## config.mk

```make
export PLATFORM = sky130hd
export DESIGN_NAME = cpu_core_param
export DESIGN_NICKNAME = d
export VERILOG_FILES = /design/src/rtl/cpu_core_pkg.sv /design/src/rtl/cpu_alu_param.sv /design/src/rtl/cpu_core_param.sv
export SDC_FILE = /design/constraint.sdc
export NUM_CORES = 1
export LEC_CHECK = 0
export ABC_AREA = 1
export CAP_MARGIN = 10
export CORE_ASPECT_RATIO = 1.25
export CORE_MARGIN = 2
export CORE_UTILIZATION = 35
export CTS_BUF_LIST = sky130_fd_sc_hd__clkbuf_8
export DETAILED_ROUTE_END_ITERATION = 16
export SLEW_MARGIN = 20
export SYNTH_ARGS = -nofsm -noshare
export SYNTH_HDL_FRONTEND = slang
export SYNTH_SLANG_ARGS = --single-unit
```

## constraint.sdc

```tcl
create_clock -name clk -period 8.15 [get_ports clk]
set_input_delay 1.2225 -clock clk [delete_from_list [all_inputs] [get_ports clk]]
set_output_delay 1.2225 -clock clk [all_outputs]
set_load 0.1 [all_outputs]
```

## src/rtl/cpu_core_pkg.sv

```systemverilog
// cpu_core shared definitions: opcodes, FSM states, ALU selects, flag bits.
// Shared by cpu_core_param and cpu_alu_param.
package cpu_core_pkg;

  localparam logic [3:0] OP_ADD  = 4'b0000;
  localparam logic [3:0] OP_AND  = 4'b0001;
  localparam logic [3:0] OP_SHR  = 4'b0010;
  localparam logic [3:0] OP_SUB  = 4'b0011;
  localparam logic [3:0] OP_ADDI = 4'b0100;
  localparam logic [3:0] OP_ANDI = 4'b0101;
  localparam logic [3:0] OP_SHRI = 4'b0110;
  localparam logic [3:0] OP_SUBI = 4'b0111;
  localparam logic [3:0] OP_JMP  = 4'b1000;
  localparam logic [3:0] OP_JZ   = 4'b1001;
  localparam logic [3:0] OP_JC   = 4'b1010;
  localparam logic [3:0] OP_JN   = 4'b1011;
  localparam logic [3:0] OP_HALT = 4'b1111;

  localparam int F_CF = 2;
  localparam int F_ZF = 1;
  localparam int F_SF = 0;

  typedef enum logic [1:0] {
    S_HALT,
    S_FETCH,
    S_EXEC
  } state_t;

  // Matches the low two opcode bits of the ALU group.
  typedef enum logic [1:0] {
    ALU_ADD,
    ALU_AND,
    ALU_SHR,
    ALU_SUB
  } alu_op_t;

endpackage

```

## src/rtl/cpu_alu_param.sv

```systemverilog
// cpu_core combinational ALU: ADD/AND/SHR/SUB, mod 2^DATA_W.
// Produces result plus carry/borrow, zero and sign flags.
module cpu_alu_param
  import cpu_core_pkg::*;
#(
  parameter int DATA_W = 8
) (
  input  alu_op_t           op,
  input  logic [DATA_W-1:0] a,
  input  logic [DATA_W-1:0] b,
  output logic [DATA_W-1:0] result,
  output logic              cf,
  output logic              zf,
  output logic              sf
);

  localparam logic [DATA_W-1:0] W_LIM = DATA_W'(DATA_W);

  always_comb begin
    result = '0;
    cf     = 1'b0;
    unique case (op)
      ALU_ADD: {cf, result} = {1'b0, a} + {1'b0, b};
      ALU_AND: result = a & b;
      ALU_SHR: result = (b >= W_LIM) ? '0 : (a >> b);
      ALU_SUB: begin
        result = a - b;
        cf     = (a < b);
      end
      default: result = '0;
    endcase
    zf = (result == '0);
    sf = result[DATA_W-1];
  end

endmodule

```

## src/rtl/cpu_core_param.sv

```systemverilog
// cpu_core_param: multicycle HALT/FETCH/EXEC core with program store.
// Optional retired-instruction counter under `CPU_INSTR_CNT_EN.
module cpu_core_param
  import cpu_core_pkg::*;
#(
  parameter int DATA_W   = 8,
  parameter int NREG     = 8,
  parameter int PM_DEPTH = 16,
  localparam int RA_W    = $clog2(NREG),
  localparam int PC_W    = $clog2(PM_DEPTH),
  localparam int INSTR_W = 4 + RA_W + DATA_W
) (
  input  logic               clk,
  input  logic               rst_n,
  input  logic               prog_we,
  input  logic [PC_W-1:0]    prog_addr,
  input  logic [INSTR_W-1:0] prog_wdata,
  input  logic               start,
  output logic               halted,
  output logic [PC_W-1:0]    pc,
  output logic [2:0]         flags,
  input  logic [RA_W-1:0]    dbg_raddr,
  output logic [DATA_W-1:0]  dbg_rdata,
  output logic [31:0]        instr_cnt
);

  state_t               state;
  logic [INSTR_W-1:0]   ir;
  logic [INSTR_W-1:0]   pm   [PM_DEPTH];
  logic [DATA_W-1:0]    regs [NREG];

  logic [3:0]           op;
  logic [RA_W-1:0]      rd;
  logic [DATA_W-1:0]    imm;
  logic [DATA_W-1:0]    opb;
  logic [DATA_W-1:0]    res;
  logic                 cf, zf, sf;
  logic                 is_alu, is_halt, take;
  logic [PC_W-1:0]      pc_nxt;

  assign op  = ir[INSTR_W-1 -: 4];
  assign rd  = ir[INSTR_W-5 -: RA_W];
  assign imm = ir[DATA_W-1:0];

  assign is_alu  = ~op[3];
  assign is_halt = (op == OP_HALT);
  assign opb     = op[2] ? imm : regs[imm[RA_W-1:0]];

  cpu_alu_param #(.DATA_W(DATA_W)) u_alu (
    .op     (alu_op_t'(op[1:0])),
    .a      (regs[rd]),
    .b      (opb),
    .result (res),
    .cf     (cf),
    .zf     (zf),
    .sf     (sf)
  );

  always_comb begin
    pc_nxt = pc + PC_W'(1);
    take   = 1'b0;
    unique case (op)
      OP_JMP:  take = 1'b1;
      OP_JZ:   take = flags[F_ZF];
      OP_JC:   take = flags[F_CF];
      OP_JN:   take = flags[F_SF];
      default: take = 1'b0;
    endcase
    unique case (1'b1)
      take:    pc_nxt = imm[PC_W-1:0];
      is_halt: pc_nxt = pc;
      default: ;
    endcase
  end

  // Program store has no reset; host writes only while halted.
  always_ff @(posedge clk) begin
    if (prog_we && state == S_HALT)
      pm[prog_addr] <= prog_wdata;
  end

  always_ff @(posedge clk) begin
    if (!rst_n) begin
      state <= S_HALT;
      pc    <= '0;
      flags <= '0;
      ir    <= '0;
      for (int i = 0; i < NREG; i++)
        regs[i] <= '0;
    end else begin
      unique case (state)
        S_HALT: begin
          if (start) begin
            state <= S_FETCH;
            pc    <= '0;
          end
        end
        S_FETCH: begin
          ir    <= pm[pc];
          state <= S_EXEC;
        end
        S_EXEC: begin
          pc    <= pc_nxt;
          state <= is_halt ? S_HALT : S_FETCH;
          if (is_alu) begin
            regs[rd] <= res;
            flags    <= {cf, zf, sf};
          end
        end
        default: state <= S_HALT;
      endcase
    end
  end

  assign halted    = (state == S_HALT);
  assign dbg_rdata = regs[dbg_raddr];

`ifdef CPU_INSTR_CNT_EN
  logic [31:0] cnt;

  always_ff @(posedge clk) begin
    if (!rst_n)
      cnt <= '0;
    else if (state == S_EXEC)
      cnt <= cnt + 32'd1;
  end

  assign instr_cnt = cnt;
`else
  assign instr_cnt = '0;
`endif

endmodule

```

==> metrics <==
leak pwr=6.52 nW; CP cell instances=clkdlybuf4s50_1 > inv_1 > a21oi_1 > o21ai_0 > a31oi_1 > clkdlybuf4s50_1; largest net degree at the start of global routing=75; die width=195 um; Tmin final=5470 ps; Clock Skews=49.2 ps; Tcrit/Tclk final=67.1%; # IOs=74; area of the mapped netlist=approximately 16000 sq um; Slowest Stage Delay on Critical Path=1180 ps; Reg2Reg Depth=21; Die Y=between 200 and 250 um; Sw Pwr=between 1 and 1.5 mW; first-pass GRT wire length=69700 um; synthesized instance count=1636; Netlist cell types=45; compound-cell area share of the yosys netlist=14.8%; worst hold start=flags[0]; synth warn=0; DRT antenna net count=0; port buffer count=around 40; most common cell after layout, fill and taps aside=edfxtp_1; setup slack, reg-to-reg=3770 ps; max cap viols=0; Multi-input gate area=~5400 sq um; hold buffers post-CTS=0; CTS root buffer=clkbuf_8; Total Routing Usage GR=between 10% and 20%; reg-to-reg endpoint=flags[1]; die area=between 40000 and 50000 sq um; maximum clock path buffer count=3; RSZ-0062 raised after global routing=false; Initial Utilization=35.4%; # fillers=4483; Req. time, crit path=6930 ps; Avg Cell Area, Syn=9.76 sq um; H-tree depth=2; highest clock rate=183 MHz; Slew Viols, Final=0; P_int=between 2 and 3 mW; core area=45100 sq um; slew of the pin with the lowest slew margin=about 1000 ps; Critical-path top delay cell=clkdlybuf4s50_1; CTS Buf Count=50; power share of the combinational group=19.2%; Hold Crit Endpoint=flags[0]; Primary FF master, synth=edfxtp_1; Sw Share=a little under a third; final setup fails=0; Worst R2R Start=ir[1]; cell repeated most along the worst path=clkdlybuf4s50_1; Sequential Power Share=between 40% and 50%; total negative slack=0 ps; Post-synth EDFFs=304; drc violations=0; register area=9610 sq um; pwr dens=around 220 nW/um^2; initial antenna violation count=1; final net count=1709; Seq/Total Area, Yosys=approximately three fifths; CTS clk-pin slew, worst paths=60 ps; xor and xnor area share after synthesis=0.384%; DP HPWL=29600 um; GP Congestion=0.983; adder-cell area share of the yosys netlist=1.90%; hold path depth=2; DP Cell Count=2186; post-route insts no fill=2276; outcome=finished, final reports clean; postcts setup bufs=0; Rel. slew slack=29.9%; post-synthesis simple-gate area fraction=roughly 16%; vias post-DR=12100; DR vias/cell=5.33; num rows=87; Final Hold Fails=0; commonest cells after routing, fill and taps aside=edfxtp_1, nor2_1, o21ai_0, nand2_1, inv_1; largest family of logic cells by synthesized area=simple AND/OR/NAND/NOR gates; startpoint types=input port; post_cts resized=0; Critical Path Fanout Max=20; WP buf/inv=3; worst-skew pair later-pin latency=610 ps; area delta synth->final=10.8%; drt total wl=46400 um; Wirelength per Cell=20.4 um; mux contribution to synthesized area=0%; ys async rst share=0%; initial drt markers=between 1000 and 1500; Levels on crit path=6; layout cells sized above 1=under 10%; Clock Power Share=about a third; vias in the first global route=11600; synthesized flop and latch total=328; CTS Sinks=328; CP top delay family=buffers and inverters; WS Path Type=in -> out; drt pass-1 iters=6; Setup crit end kind=primary output; CTS tree=built; grt ovf=0; Hold Crit Class=reg -> reg; VDD IR-drop max=0.000106 V; critical path arrival=4250 ps
==> worst max-delay path by stage <==
stage | slack [ps] | end | start
2_1_floorplan | 3480 | dbg_rdata[2] | dbg_raddr[1]
3_3_place_gp | 2710 | dbg_rdata[2] | dbg_raddr[1]
3_5_place_dp | 2680 | dbg_rdata[5] | dbg_raddr[1]
4_1_cts | 2670 | dbg_rdata[5] | dbg_raddr[1]
5_1_grt | 2450 | dbg_rdata[4] | dbg_raddr[0]
6_report | 2680 | dbg_rdata[4] | dbg_raddr[1]
==> Yosys cell counts, types with 2 or more instances <==
cell	n	share of area, %
inv_1	110	2.6
a211oi_1	4	0.19
nand2_2	7	0.27
buf_6	8	0.56
nor2_2	3	0.12
nand3_1	64	2.0
ha_1	21	1.6
nand4_1	9	0.35
nand2_4	4	0.28
buf_2	9	0.28
o32ai_1	5	0.27
a31oi_1	8	0.31
o21ai_1	6	0.19
nor2_1	284	6.7
fa_1	2	0.25
buf_1	5	0.12
o211ai_1	8	0.38
edfxtp_1	304	57
dfxtp_1	24	3.0
buf_4	36	1.7
nand2_1	217	5.1
o22ai_1	82	3.2
nor2_4	2	0.14
o21ai_0	234	7.3
nand3_2	7	0.44
xor2_1	6	0.33
inv_2	6	0.14
o211ai_2	2	0.16
clkbuf_1	64	1.5
clkinv_1	2	0.047
a21oi_1	79	2.5
==> stage by stage <==
stage / util [%] / area [sq um] / worst slack (ps) / total power, mW / hold slack, ps
after detailed placement: 37.2 / 16800 / 2680 / 2.69 / 513
after global routing: 39.3 / 17700 / 2450 / 4.08 / 541
final: 39.3 / 17700 / 2680 / 3.92 / 508
after global placement: 37.2 / 16800 / 2710 / 2.68 / 502
after CTS: 39.3 / 17700 / 2670 / 3.94 / 522
after floorplan: - / 16100 / 3480 / 2.47 / 517
==> power groups by stage <==
stage / logic [mW] / registers (mW) / clock network (mW)
finish: 0.752 / 1.91 / 1.26
global route: 0.818 / 1.91 / 1.35
CTS: 0.749 / 1.91 / 1.29
detailed placement: 0.747 / 1.94 / 0
global placement: 0.742 / 1.94 / 0
floorplan: 0.547 / 1.93 / 0
==> registers in the layout (all words and copies together), names as in the netlist <==
name   cells
flags      3
ir        15
pc         4
pm       240
regs      64
state      2
==> cells by family (layout without fill, tap and decap cells) <==
group	Yosys count	count (layout)
buffers and inverters	242	272
AOI/OAI and AO/OA	433	433
adders and majority gates	23	23
other	1	33
DFF	328	328
and+or+nand+nor	602	602
xor gates and xnor gates	7	7
==> cell type report <==
class	instances	area share, %
Antenna cell	1	0.0141
Clock buffer	52	4.04
Clock inverter	37	1.08
Inverter	119	2.55
Multi-Input combinational cell	1097	30.6
Sequential cell	328	54.3
Tap cell	578	4.09
Timing Repair Buffer	64	3.30
==> worst min-delay path, stage by stage (launching register included) <==
cell	delay [ps]
dfxtp_1	340
inv_1	60
a211oi_1	50
==> routing by layer <==
metal / routed length [um] / up-vias / track usage [%]
met1: 18500 / 5860 / 23.4
met4: 1970 / 2 / 8.69
met5: 10 / - / 0
li1: - / 5715 / -
met2: 23300 / 449 / 34.2
met3: 2630 / 116 / 2.74
No activity file was read; power rests on OpenSTA's default activity.
